## config.mk

```make
export PLATFORM = sky130hd
export DESIGN_NAME = operand_fetch_sequencer
export DESIGN_NICKNAME = d
export VERILOG_FILES = /design/src/rtl/operand_fetch_sequencer.sv
export SDC_FILE = /design/constraint.sdc
export NUM_CORES = 1
export LEC_CHECK = 0
export CAP_MARGIN = 5
export CORE_ASPECT_RATIO = 0.6
export CORE_MARGIN = 5
export CORE_UTILIZATION = 36
export CTS_CLUSTER_DIAMETER = 120
export CTS_CLUSTER_SIZE = 14
export DETAILED_ROUTE_END_ITERATION = 8
export PLACE_DENSITY = 0.79
export REMOVE_ABC_BUFFERS = 1
export SLEW_MARGIN = 20
export SYNTH_ARGS = -nofsm -noshare
export SYNTH_HDL_FRONTEND = slang
export SYNTH_SLANG_ARGS = --single-unit
```

## constraint.sdc

```tcl
create_clock -name clk -period 3.5 [get_ports clk]
set_clock_uncertainty 0.1 [all_clocks]
set_input_delay 0.7 -clock clk [delete_from_list [all_inputs] [get_ports clk]]
set_output_delay 0.7 -clock clk [all_outputs]
set_load 0.02 [all_outputs]
```

## src/rtl/operand_fetch_sequencer.sv

```systemverilog
// Fetches register and memory operands for one decoded instruction and hands them to execute.
// The data-memory port is shared with writeback through a two-way fair arbiter.
module operand_fetch_sequencer #(
  parameter int MEM_LAT = 1
) (
  input  logic        clk,
  input  logic        rst,
  input  logic        instr_valid,
  output logic        instr_ready,
  input  logic [23:0] instruction,
  output logic        rd_en_reg1,
  output logic [3:0]  reg_id1,
  output logic        rd_en_reg2,
  output logic [3:0]  reg_id2,
  input  logic [15:0] reg_data1,
  input  logic [15:0] reg_data2,
  output logic        rd_en_mem,
  output logic        wr_en_mem,
  output logic [15:0] mem_addr,
  input  logic [15:0] mem_data,
  input  logic        wb_req,
  input  logic [15:0] wb_addr,
  output logic        wb_gnt,
  output logic        out_valid,
  input  logic        out_ready,
  output logic [5:0]  opcode,
  output logic [1:0]  mode,
  output logic [15:0] op1,
  output logic [15:0] op2
);

  // state    | meaning
  // IDLE     | waiting for an instruction
  // REG      | register file read enables asserted
  // RCAP     | capture register data, branch on mode
  // MEM_REQ  | arbitrate for the data-memory port
  // MEM_WAIT | count down memory latency
  // OUT      | operands presented to execute
  typedef enum logic [2:0] {IDLE, REG, RCAP, MEM_REQ, MEM_WAIT, OUT} state_t;

  state_t      state;
  logic [11:0] imm_q;
  logic        fetch_owed;
  logic [2:0]  lat_cnt;
  logic        fetch_gnt;

  // Writeback gets the port unless fetch is waiting and is either uncontested or owed a turn.
  assign fetch_gnt = !rst && (state == MEM_REQ) && (!wb_req || fetch_owed);
  assign wb_gnt    = !rst && wb_req && !fetch_gnt;
  assign rd_en_mem = fetch_gnt;
  assign wr_en_mem = wb_gnt;

  always_comb begin
    mem_addr = 16'h0000;
    if (fetch_gnt)
      mem_addr = {4'b0000, imm_q};
    else if (wb_gnt)
      mem_addr = wb_addr;
  end

  always_ff @(posedge clk or posedge rst) begin
    if (rst) begin
      state       <= IDLE;
      instr_ready <= 1'b0;
      rd_en_reg1  <= 1'b0;
      rd_en_reg2  <= 1'b0;
      reg_id1     <= 4'h0;
      reg_id2     <= 4'h0;
      out_valid   <= 1'b0;
      opcode      <= 6'h00;
      mode        <= 2'b00;
      op1         <= 16'h0000;
      op2         <= 16'h0000;
      imm_q       <= 12'h000;
      fetch_owed  <= 1'b0;
      lat_cnt     <= 3'd0;
    end else begin
      rd_en_reg1 <= 1'b0;
      rd_en_reg2 <= 1'b0;
      case (state)
        IDLE: begin
          instr_ready <= 1'b1;
          if (instr_valid && instr_ready) begin
            instr_ready <= 1'b0;
            opcode      <= instruction[23:18];
            mode        <= instruction[17:16];
            reg_id1     <= instruction[15:12];
            reg_id2     <= instruction[11:8];
            imm_q       <= instruction[11:0];
            rd_en_reg1  <= 1'b1;
            rd_en_reg2  <= (instruction[17:16] == 2'b00);
            state       <= REG;
          end
        end
        REG: state <= RCAP;
        RCAP: begin
          op1 <= reg_data1;
          case (mode)
            2'b00: begin op2 <= reg_data2;            out_valid <= 1'b1; state <= OUT; end
            2'b01: state <= MEM_REQ;
            2'b10: begin op2 <= {4'b0000, imm_q};     out_valid <= 1'b1; state <= OUT; end
            default: begin op2 <= 16'h0000;           out_valid <= 1'b1; state <= OUT; end
          endcase
        end
        MEM_REQ: begin
          if (fetch_gnt) begin
            fetch_owed <= 1'b0;
            lat_cnt    <= 3'(MEM_LAT);
            state      <= MEM_WAIT;
          end else begin
            fetch_owed <= 1'b1;
          end
        end
        MEM_WAIT: begin
          lat_cnt <= lat_cnt - 3'd1;
          // A count of one marks the cycle that holds the read data.
          if (lat_cnt == 3'd1) begin
            op2       <= mem_data;
            out_valid <= 1'b1;
            state     <= OUT;
          end
        end
        OUT: begin
          if (out_ready) begin
            out_valid   <= 1'b0;
            instr_ready <= 1'b1;
            state       <= IDLE;
          end
        end
        default: state <= IDLE;
      endcase
    end
  end

endmodule

```

; Word-level counts from Yosys, hierarchy flattened
; Cells that the tools add are included.
[word_totals]
word_cells = 75
regBits = 71
out_inout_bits = 71
[op_classes]
reduce_logical = 22
n_mux = 25
n_eq_ne = 13
add_sub_neg = 1
[op_table]
columns = operator, count
row1 = two-way mux 16 bit, 3
row2 = case mux 16 bit (3 select lines), 1
row3 = case mux 16 bit (2 select lines), 1
row4 = two-way mux 3 bit, 6
row5 = case mux 3 bit (6 select lines), 1
row6 = two-way mux 1 bit, 10
row7 = inequality test 2 bit (second input constant), 5
row8 = AND reduction 4 bit, 2
row9 = == test 3 x 1 -> 1 bit (second input constant), 2
row10 = == test 3 x 2 -> 1 bit (second input constant), 2
row11 = == test 3 bit (second input constant), 2
row12 = case mux 3 bit (2 select lines), 1
row13 = AND reduction 2 bit, 3
row14 = nonzero test 2 bit, 3
row15 = logical AND 1 bit, 5
row16 = logical NOT 2 bit, 2
row17 = logical NOT 1 bit, 3
row18 = logical NOT 3 bit, 1
row19 = case mux 1 bit (3 select lines), 1
row20 = AND reduction 3 bit, 1
row21 = nonzero test 3 bit, 1
row22 = subtractor 3 x 1 -> 3 bit (second input constant), 1
row23 = == test 2 x 1 -> 1 bit (second input constant), 1
row24 = == test 2 bit (second input constant), 1
row25 = other kinds (2), 2

; Depth between registers and ports, before layout
[depth]
depth_word = 7
ltp_mapped = 7

; Worst setup path before layout
; OpenSTA, ideal clock, no wires.
[synth_path]
kind = input to output
start = input rst
end = output mem_addr[10]
setup_slack_ns = -0.470
n_path_buf = 2
cell_stages = 5
arrival_ns = 3.170
t_required_ns = 2.700
cell_sequence = inv_1 o2111a_1 buf_2 buf_2 a22o_1
[synth_between]
elab_chain_len = 7
word_cells_on_any_way = 8
classes_between = mux (2) / reduce/logical (6)
[synth_rtl]
columns = item, line_no
row1 = "start, declared", 7  ; input logic rst,
row2 = logical NOT 1 bit (no line) (*), --
row3 = logical AND 1 bit (*) (2 in series), 48  ; assign fetch_gnt = !rst && (state == MEM_REQ) && (!wb_req || fetch_owed);
row4 = via rd_en_mem, 17  ; output logic rd_en_mem,
row5 = logical NOT 1 bit, 49  ; assign wb_gnt = !rst && wb_req && !fetch_gnt;
row6 = logical AND 1 bit, 49
row7 = two-way mux 16 bit, 57  ; else if (wb_gnt)
row8 = two-way mux 16 bit (*), 55  ; if (fetch_gnt)
row9 = "end, declared", 19  ; output logic [15:0] mem_addr,
; The timed path passes the listed nets; every way through them passes the cells marked *.

; Worst setup path after layout
[layout_path]
start = input wb_req
end = output mem_addr[5]
[layout_between]
elab_chain_len = 7
word_cells_on_any_way = 8
classes_between = mux (2) / reduce/logical (6)
[layout_rtl]
columns = item, line_no
row1 = "start, declared", 21  ; input logic wb_req,
row2 = logical NOT 1 bit, 48
row3 = logical OR 1 bit, 48
row4 = logical AND 1 bit, 48
row5 = logical NOT 1 bit, 49
row6 = logical AND 1 bit, 49
row7 = two-way mux 16 bit, 57
row8 = two-way mux 16 bit (*), 55
; Every way passes the cells marked *; elsewhere a longest branch is shown, timed or not.

==> impl_metrics.tcl <==
set metrics [dict create \
    fp.dieArea_um2 11100 \
    r2r_start "mode[1]" \
    ys_seq_area_share_pct 51.3 \
    hold_ws_ns 0.389 \
    final_common_cell "clkdlybuf4s50_1" \
    path_cells "clkdlybuf4s50_1 -> inv_1 -> a311oi_4 -> buf_12 -> a22o_1 -> clkdlybuf4s50_1" \
    clk_pin_slew_ns 0.06 \
    worstSetupEndpointType "output port" \
    syn_inst 256 \
    max-vdd-ir-drop_mv 0.450 \
    cts_sinks 67 \
    antenna_found_initial 0 \
    core_area_um2 8690 \
    clkPwrFrac_pct 20.8 \
    max_freq_mhz 301 \
    status "completed" \
    syn_avg_cell_area_um2 12.8 \
    post_cts_buffers 0 \
    grt_max_degree 70 \
    pwr_density_cell_nw_per_um2 883 \
    crit_start "wb_req" \
    p_int_mw 3.02 \
    vias 2682 \
    synth_top_area_cell "dfrtp_1" \
    cp_slowest_cell "clkdlybuf4s50_1" \
    ys.flop_type "dfrtp_1" \
    r2r-end "op2[13]" \
    track_usage_pct 18.2 \
    via_per_inst 5.00 \
    initial_core_util_pct 37.6 \
    cp.arrival_ns 2.52 \
    syn_area_um2 3270 \
    rrSetupSlack_ns 1.24 \
    netlist-cell-type-count 37 \
    setup_viol 0 \
    seq_power_share_pct 30.1 \
    cp.required_ns 2.70 \
    portBuffers 163 \
    synth_top_area_share_pct 51.3 \
    place.gp.congestion 0.754 \
    crit_path_end "mem_addr[5]" \
    async_flop_share_pct 100 \
    hpwl_um 7370 \
    routed_wl_um 9820 \
    p_sw_mw 1.68 \
    startpoint_type "input port" \
    postRouteAntennaNets 0 \
    worst_pin_slew_ns 0.876 \
    period_share_pct 94.9 \
    final_cell_mix "clkdlybuf4s50_1, dfrtp_1, mux2_2" \
    switching_share_pct 35.8 \
    cts_buffer_depth 2 \
    slew_violations 0 \
    ctsResizeCount 0 \
    hp-class "reg2reg" \
    numCtsBuffers 9 \
    critPathMostFrequentCell "clkdlybuf4s50_1" \
    fill_cells 685 \
    grt_overflow_total 0 \
    final-instance-count-excl-fill 536 \
    nets 514 \
    h-tree-depth 3 \
    cts-root-buf "clkbuf_16" \
    pwr-share-comb_pct 49.0 \
    ios 164 \
    finalCriticalPeriod_ns 3.32 \
    synth.ff_latch_count 67 \
    die_h_um 83.8 \
    grt_first_pass_wirelength_um 16100 \
    yosysWarnings 0 \
    seqCellArea_um2 1680 \
    hold_viol_final 0 \
    cts_tree "done" \
    multiInputGateArea_um2 1420 \
    relSlewSlack_pct 41.6 \
    postCtsHoldBufs 0 \
    synth-edff-count 0 \
    grt_setup_unrepaired "no" \
    crit_type "in2out" \
    num_rows 26 \
    clock_latency_ns 0.32 \
    diodes 0 \
    die_w_um 133 \
    slowest_delay_ns 0.61 \
    first_pass_iters 4 \
    max_cap_viol_count 0 \
    p_total_mw 4.70 \
    syn_to_final_growth_pct 62.9 \
    worstPathMaxFanout 18 \
    drive_above_1_share_pct 21.2 \
    wl_per_cell_um 18.3 \
    first_iter_violations 94 \
    dp_cells 520 \
    remaining_drc_errors 0 \
    synth_top_cells_by_area "dfrtp_1, mux2_2, a22o_1" \
    leakage_nw 2.21 \
    r2r_cells 5 \
    first_global_vias 3065 \
]
per-layer routing:
metal  wire, um  track usage, %  vias up
met1       4320            22.2     1320
met5          0               0        -
li1           -               -     1255
met2       4480            28.8       95
met3        852            8.67       12
met4        160            5.38        0
metrics by stage:
step | cell area, um2 | TNS, ns | worst slack (ns) | util (%)
floorplan | 3110 | -6.59 | -0.534 | -
global placement | 4990 | 0 | 0.210 | 57.5
detailed placement | 4990 | 0 | 0.185 | 57.5
CTS | 5320 | 0 | 0.171 | 61.3
global route | 5320 | 0 | 0.0908 | 61.3
finish | 5320 | 0 | 0.178 | 61.3
flip-flops by register name, summed over array words and instances (netlist names):
register     flops
lat_cnt          3
state            3
reg_id2          4
op1             16
out_valid        1
opcode           6
imm_q            8
instr_ready      1
op2             16
rd_en_reg2       1
mode             2
rd_en_reg1       1
fetch_owed       1
reg_id1          4
worst max-delay path: cells and delay by family:
family,cells,cell delay (ns)
compound gates,2,0.46
buf+inv,4,1.35
synthesized netlist by cell type, types with 2 or more instances:
library cell  count
buf_2             8
buf_6             4
a22o_1           16
buf_4             9
nand2_1          19
nor2_1            7
nor3_1            3
o21ai_0           2
dfrtp_1          67
inv_1             6
mux2_2           55
mux2i_1          14
a21oi_1           6
and2_1            4
ha_1              2
nor2b_1           2
o31ai_1          12
area by class of cell:
class,count,share of cell area (%)
Timing Repair Buffer,174,32.7
Sequential cell,67,31.5
Multi-Input combinational cell,161,26.6
Clock buffer,12,4.82
Tap cell,112,2.63
Clock inverter,4,1.36
Inverter,6,0.423
worst min-delay path by stage:
stage | start | endpoint | cells after the start
floorplan | imm_q[0] | imm_q[0] | 1
global placement | opcode[1] | opcode[1] | 1
detailed placement | opcode[1] | opcode[1] | 1
CTS | opcode[1] | opcode[1] | 1
global route | op1[12] | op1[12] | 1
finish | opcode[1] | opcode[1] | 1
cell families after synthesis:
logic type / synth area share, %
mux: 23.6
flops: 51.3
compound gates: 11.8
simple gates: 7.12
buf+inv: 5.47
fa+ha+maj: 0.766
power groups by stage:
| stage | clock network (mW) | logic (mW) | registers, mW |
|---|---|---|---|
| 2_1_floorplan | 0 | 0.899 | 1.78 |
| 3_3_place_gp | 0 | 2.30 | 1.41 |
| 3_5_place_dp | 0 | 2.34 | 1.43 |
| 4_1_cts | 1.01 | 2.35 | 1.42 |
| 5_1_grt | 1.05 | 2.48 | 1.47 |
| 6_report | 0.980 | 2.31 | 1.42 |
Note: power is estimated with default switching activity, not from simulation.
